### src/rtl/serial_add_ctrl.sv
// Bit-serial adder sequencer driving an external 1-bit full adder, LSB first.
// Optional `SERIAL_ADD_SUB_EN adds a sub input for two's-complement subtraction.
module serial_add_ctrl #(
    parameter int WIDTH = 8,
    parameter int CNT_W = 4
) (
    input  logic             clk,
    input  logic             rst_n,
    input  logic             start,
    input  logic [WIDTH-1:0] a,
    input  logic [WIDTH-1:0] b,
    input  logic             cin,
`ifdef SERIAL_ADD_SUB_EN
    input  logic             sub,
`endif
    output logic             fa_a,
    output logic             fa_b,
    output logic             fa_cin,
    input  logic             fa_s,
    input  logic             fa_cout,
    output logic             busy,
    output logic             done,
    output logic [WIDTH-1:0] sum,
    output logic             cout,
    output logic [1:0]       state_dbg
);

    typedef enum logic [1:0] {
        IDLE = 2'd0,
        RUN  = 2'd1,
        DONE = 2'd2
    } state_t;

    localparam logic [CNT_W-1:0] LAST = CNT_W'(WIDTH - 1);

    state_t           state;
    logic [WIDTH-1:0] a_sh;
    logic [WIDTH-1:0] b_sh;
    logic [WIDTH-2:0] sum_sh;
    logic             carry;
    logic [CNT_W-1:0] cnt;

    logic [WIDTH-1:0] b_cap;
    logic             c_cap;
    logic [WIDTH-1:0] sum_nxt;

    // Subtraction is a + ~b + 1: invert b once at capture and seed the carry.
    always_comb begin
        b_cap = b;
        c_cap = cin;
`ifdef SERIAL_ADD_SUB_EN
        if (sub) begin
            b_cap = ~b;
            c_cap = 1'b1;
        end
`endif
    end

    // Newest sum bit enters at the MSB; after WIDTH shifts the word is aligned.
    assign sum_nxt = {fa_s, sum_sh};

    assign fa_a      = (state == RUN) & a_sh[0];
    assign fa_b      = (state == RUN) & b_sh[0];
    assign fa_cin    = (state == RUN) & carry;
    assign state_dbg = state;

    // Handshake: start is accepted on any edge where busy=0 (IDLE or the DONE
    // cycle); while busy=1 start is ignored. done is a one-cycle result strobe.
    always_ff @(posedge clk or negedge rst_n) begin
        if (!rst_n) begin
            state  <= IDLE;
            a_sh   <= '0;
            b_sh   <= '0;
            sum_sh <= '0;
            carry  <= 1'b0;
            cnt    <= '0;
            busy   <= 1'b0;
            done   <= 1'b0;
            sum    <= '0;
            cout   <= 1'b0;
        end else begin
            done <= 1'b0;
            case (state)
                IDLE, DONE: begin
                    if (start) begin
                        a_sh  <= a;
                        b_sh  <= b_cap;
                        carry <= c_cap;
                        cnt   <= '0;
                        busy  <= 1'b1;
                        state <= RUN;
                    end else begin
                        busy  <= 1'b0;
                        state <= IDLE;
                    end
                end
                RUN: begin
                    sum_sh <= sum_nxt[WIDTH-1:1];
                    carry  <= fa_cout;
                    a_sh   <= a_sh >> 1;
                    b_sh   <= b_sh >> 1;
                    cnt    <= cnt + CNT_W'(1);
                    if (cnt == LAST) begin
                        sum   <= sum_nxt;
                        cout  <= fa_cout;
                        busy  <= 1'b0;
                        done  <= 1'b1;
                        state <= DONE;
                    end
                end
                default: begin
                    busy  <= 1'b0;
                    state <= IDLE;
                end
            endcase
        end
    end

endmodule

### config.mk
export PLATFORM = sky130hd
export DESIGN_NAME = serial_add_ctrl
export DESIGN_NICKNAME = d
export VERILOG_FILES = /design/src/rtl/serial_add_ctrl.sv
export SDC_FILE = /design/constraint.sdc
export NUM_CORES = 1
export LEC_CHECK = 0
export ABC_AREA = 1
export CAP_MARGIN = 10
export CELL_PAD_IN_SITES_DETAIL_PLACEMENT = 0
export CELL_PAD_IN_SITES_GLOBAL_PLACEMENT = 1
export CORE_UTILIZATION = 36
export DETAILED_ROUTE_END_ITERATION = 16
export PLACE_DENSITY = 0.86
export SETUP_SLACK_MARGIN = 0.5
export SYNTH_ARGS = -nofsm -noshare
export SYNTH_HDL_FRONTEND = slang
export SYNTH_SLANG_ARGS = --single-unit
### constraint.sdc
create_clock -name clk -period 1.5 [get_ports clk]
set_clock_uncertainty 0.15 [all_clocks]
set_input_delay 0.15 -clock clk [delete_from_list [all_inputs] [get_ports clk]]
set_output_delay 0.15 -clock clk [all_outputs]
set_load 0.05 [all_outputs]
==> metrics <==
Hold Path Class input port to asynchronous set/reset pin; FF-to-FF Start state_dbg[0]; largest net degree at the start of global routing 23; final setup margin 0.0447 ns; reg2reg setup slack 0.09 ns; layout cell share with drive strength beyond 1 33.2%; fin crit period 1.46 ns; crit path launch type flop; WL final 4310 um; full die area 5210 um^2; CTS Buffer Depth 2; DPL Wire Length 2480 um; first-pass GRT wire length 6580 um; Reg2Reg Capture Point a_sh[3]; CP Launch Point state_dbg[1]; worst slew pin tran 0.471 ns; drt drc 0; vias per cell 4.30; CTS clk-pin slew, worst paths 0.08 ns; vias in the first global route 1468; Cells after DPL 330; post-synthesis register bit count 40; r2r worst-path depth 7; setup tns final 0 ns; Max Fclk 687 MHz; RSZ-0062 raised after global routing yes; ant diodes 0; Die Y-Extent 72.2 um; DR pass1 iterations 4; final std cells w/o fill 368; gr usage total 16.9%; pre-CTS setup slack 0.0483 ns; initial core utilization 37.5%; Post-Syn Instances 227; Antenna Violating Nets Remaining 0; final instance area 3030 um^2; number of clock buffers inserted by TritonCTS 5; relative slew slack 68.6%; CTS root buf clkbuf_8; Crit path depth 4; final-report setup violation count 0; most frequent cells in the layout 109 x nand2_1, 37 x dfrtp_1, 23 x inv_1, 20 x clkdlybuf4s50_1, 19 x buf_12; dpl cell area 2460 um^2; register area share after synthesis 56.5%; port bufs 37; row cnt 25; status finished, violations left; WP buf/inv 2; Synth Warn # 0; CP Capture Type output port; Via Count 1583; WS Path Type flop to output port; Area growth syn-to-layout 71.2%; Core ar. 4720 um^2; power density over the cells 2420 nW/um^2; end point of the critical path fa_cin; synthesized area 1770 um^2; delay-heaviest family, CP flip-flops; CTS H-tree lvls 2; DRT iter0 DRCs 71; clock tree from TritonCTS built; Final Hold Viols 40; WP data required 1.20 ns; crit-path max cell delay 0.41 ns; P_leak 1.56 nW; worst skew pair latency 0.30 ns; GPL Wtd Cong 0.738; layout net count 323; TritonCTS Sinks 40; Synth Area per Inst 7.80 um^2; Max Cap Violations 0; Die Wd 72.2 um; Max FO, Critical Path 6; Final Util 64.2%; Slew Limit Fails 0; antenna violations before repair 0; hold_ws -0.352 ns; VDD IR max 1050 uV; CP Cell Sequence inv_2 -> nand2_8 -> nor2_4 -> buf_12; Wirelength per Cell 11.7 um; Yosys cell types 17; fin crit share 97.0%; total gr overflow 0; syn nets 250; most common cell after layout, fill and taps aside nand2_1; WP data arrival 1.16 ns; IO Count 38; violated checks negative hold slack; slowest CP cell dfrtp_2
state kept, by name, summed over array words and instances (netlist names):
name,flops
a_sh,8
b_sh,8
sum,8
sum_sh,7
cnt,4
state_dbg,2
carry,1
cout,1
done,1
stage by stage:
| stage | hold slack (ns) | power, mW |
|---|---|---|
| floorplan | -0.296 | 3.81 |
| global placement | -0.0224 | 5.06 |
| detailed placement | -0.0210 | 5.13 |
| CTS | -0.342 | 6.55 |
| global route | -0.327 | 7.79 |
| finish | -0.352 | 7.33 |
worst register-to-register path: stages, from the launching register on:
cell and delay (ns):
dfrtp_4 0.53, nand2_8 0.13, buf_6 0.14, nand2_4 0.07, inv_6 0.09, clkbuf_16 0.15, nand2_1 0.05, nand2_1 0.06
cells in the mapped netlist, drive strengths merged:
master | number | share of area (%)
ha | 1 | 0.71
buf | 7 | 2.8
nand2 | 130 | 28
o21ai | 7 | 2.0
inv | 26 | 5.5
dfrtp | 40 | 56
nor2 | 9 | 2.6
nand4 | 1 | 0.35
a21oi | 1 | 0.28
or2 | 1 | 0.35
nand3 | 4 | 1.1
where the power goes:
group | switching [mW] | internal, mW
Sequential | 0.431 | 1.57
Clock | 0.405 | 0.544
Combinational | 2.16 | 2.22
logic make-up after synthesis:
family / after synthesis / synth area share (%)
adders and majority gates: 1 / 0.706
DFF: 40 / 56.5
and+or+nand+nor: 145 / 32.3
buffers and inverters: 33 / 8.26
AOI/OAI and AO/OA: 8 / 2.26
repair_timing:
| item | 4_1_cts | 5_1_grt |
|---|---|---|
| endpoints found under the hold margin | 18 | 18 |
| pin swaps | 4 | 13 |
| gates cloned | 1 | 5 |
| setup buffers | 14 | 10 |
| endpoints found under the setup margin | 56 | 56 |
| resized for setup | 10 | 46 |
cell type report:
class | instances | area (um^2)
Sequential cell | 40 | 1010
Tap cell | 67 | 83.8
Inverter | 26 | 103
Clock inverter | 2 | 38.8
Multi-Input combinational cell | 154 | 777
Timing Repair Buffer | 73 | 941
Clock buffer | 6 | 82.6
Fill cell | 351 | 1690
how the worst min path moves through the flow:
stage          start  slack (ns)       to  cells past startpoint
5_1_grt        rst_n       -0.33   sum[2]                      1
3_5_place_dp   rst_n       -0.02   sum[0]                      1
4_1_cts        rst_n       -0.34   sum[0]                      1
2_1_floorplan  rst_n       -0.30  a_sh[0]                      0
6_report       rst_n       -0.35   sum[0]                      1
3_3_place_gp   rst_n       -0.02   sum[0]                      1
metal layers:
metal  global-route usage [%]  wire length [um]  up-vias
li1                         -                 -      816
met1                     19.7              1890      724
met2                     29.2              2220       37
met3                     4.44               143        6
met4                     7.19                50        0
met5                        0                 0        -
Power figures use the tool's default switching activity.
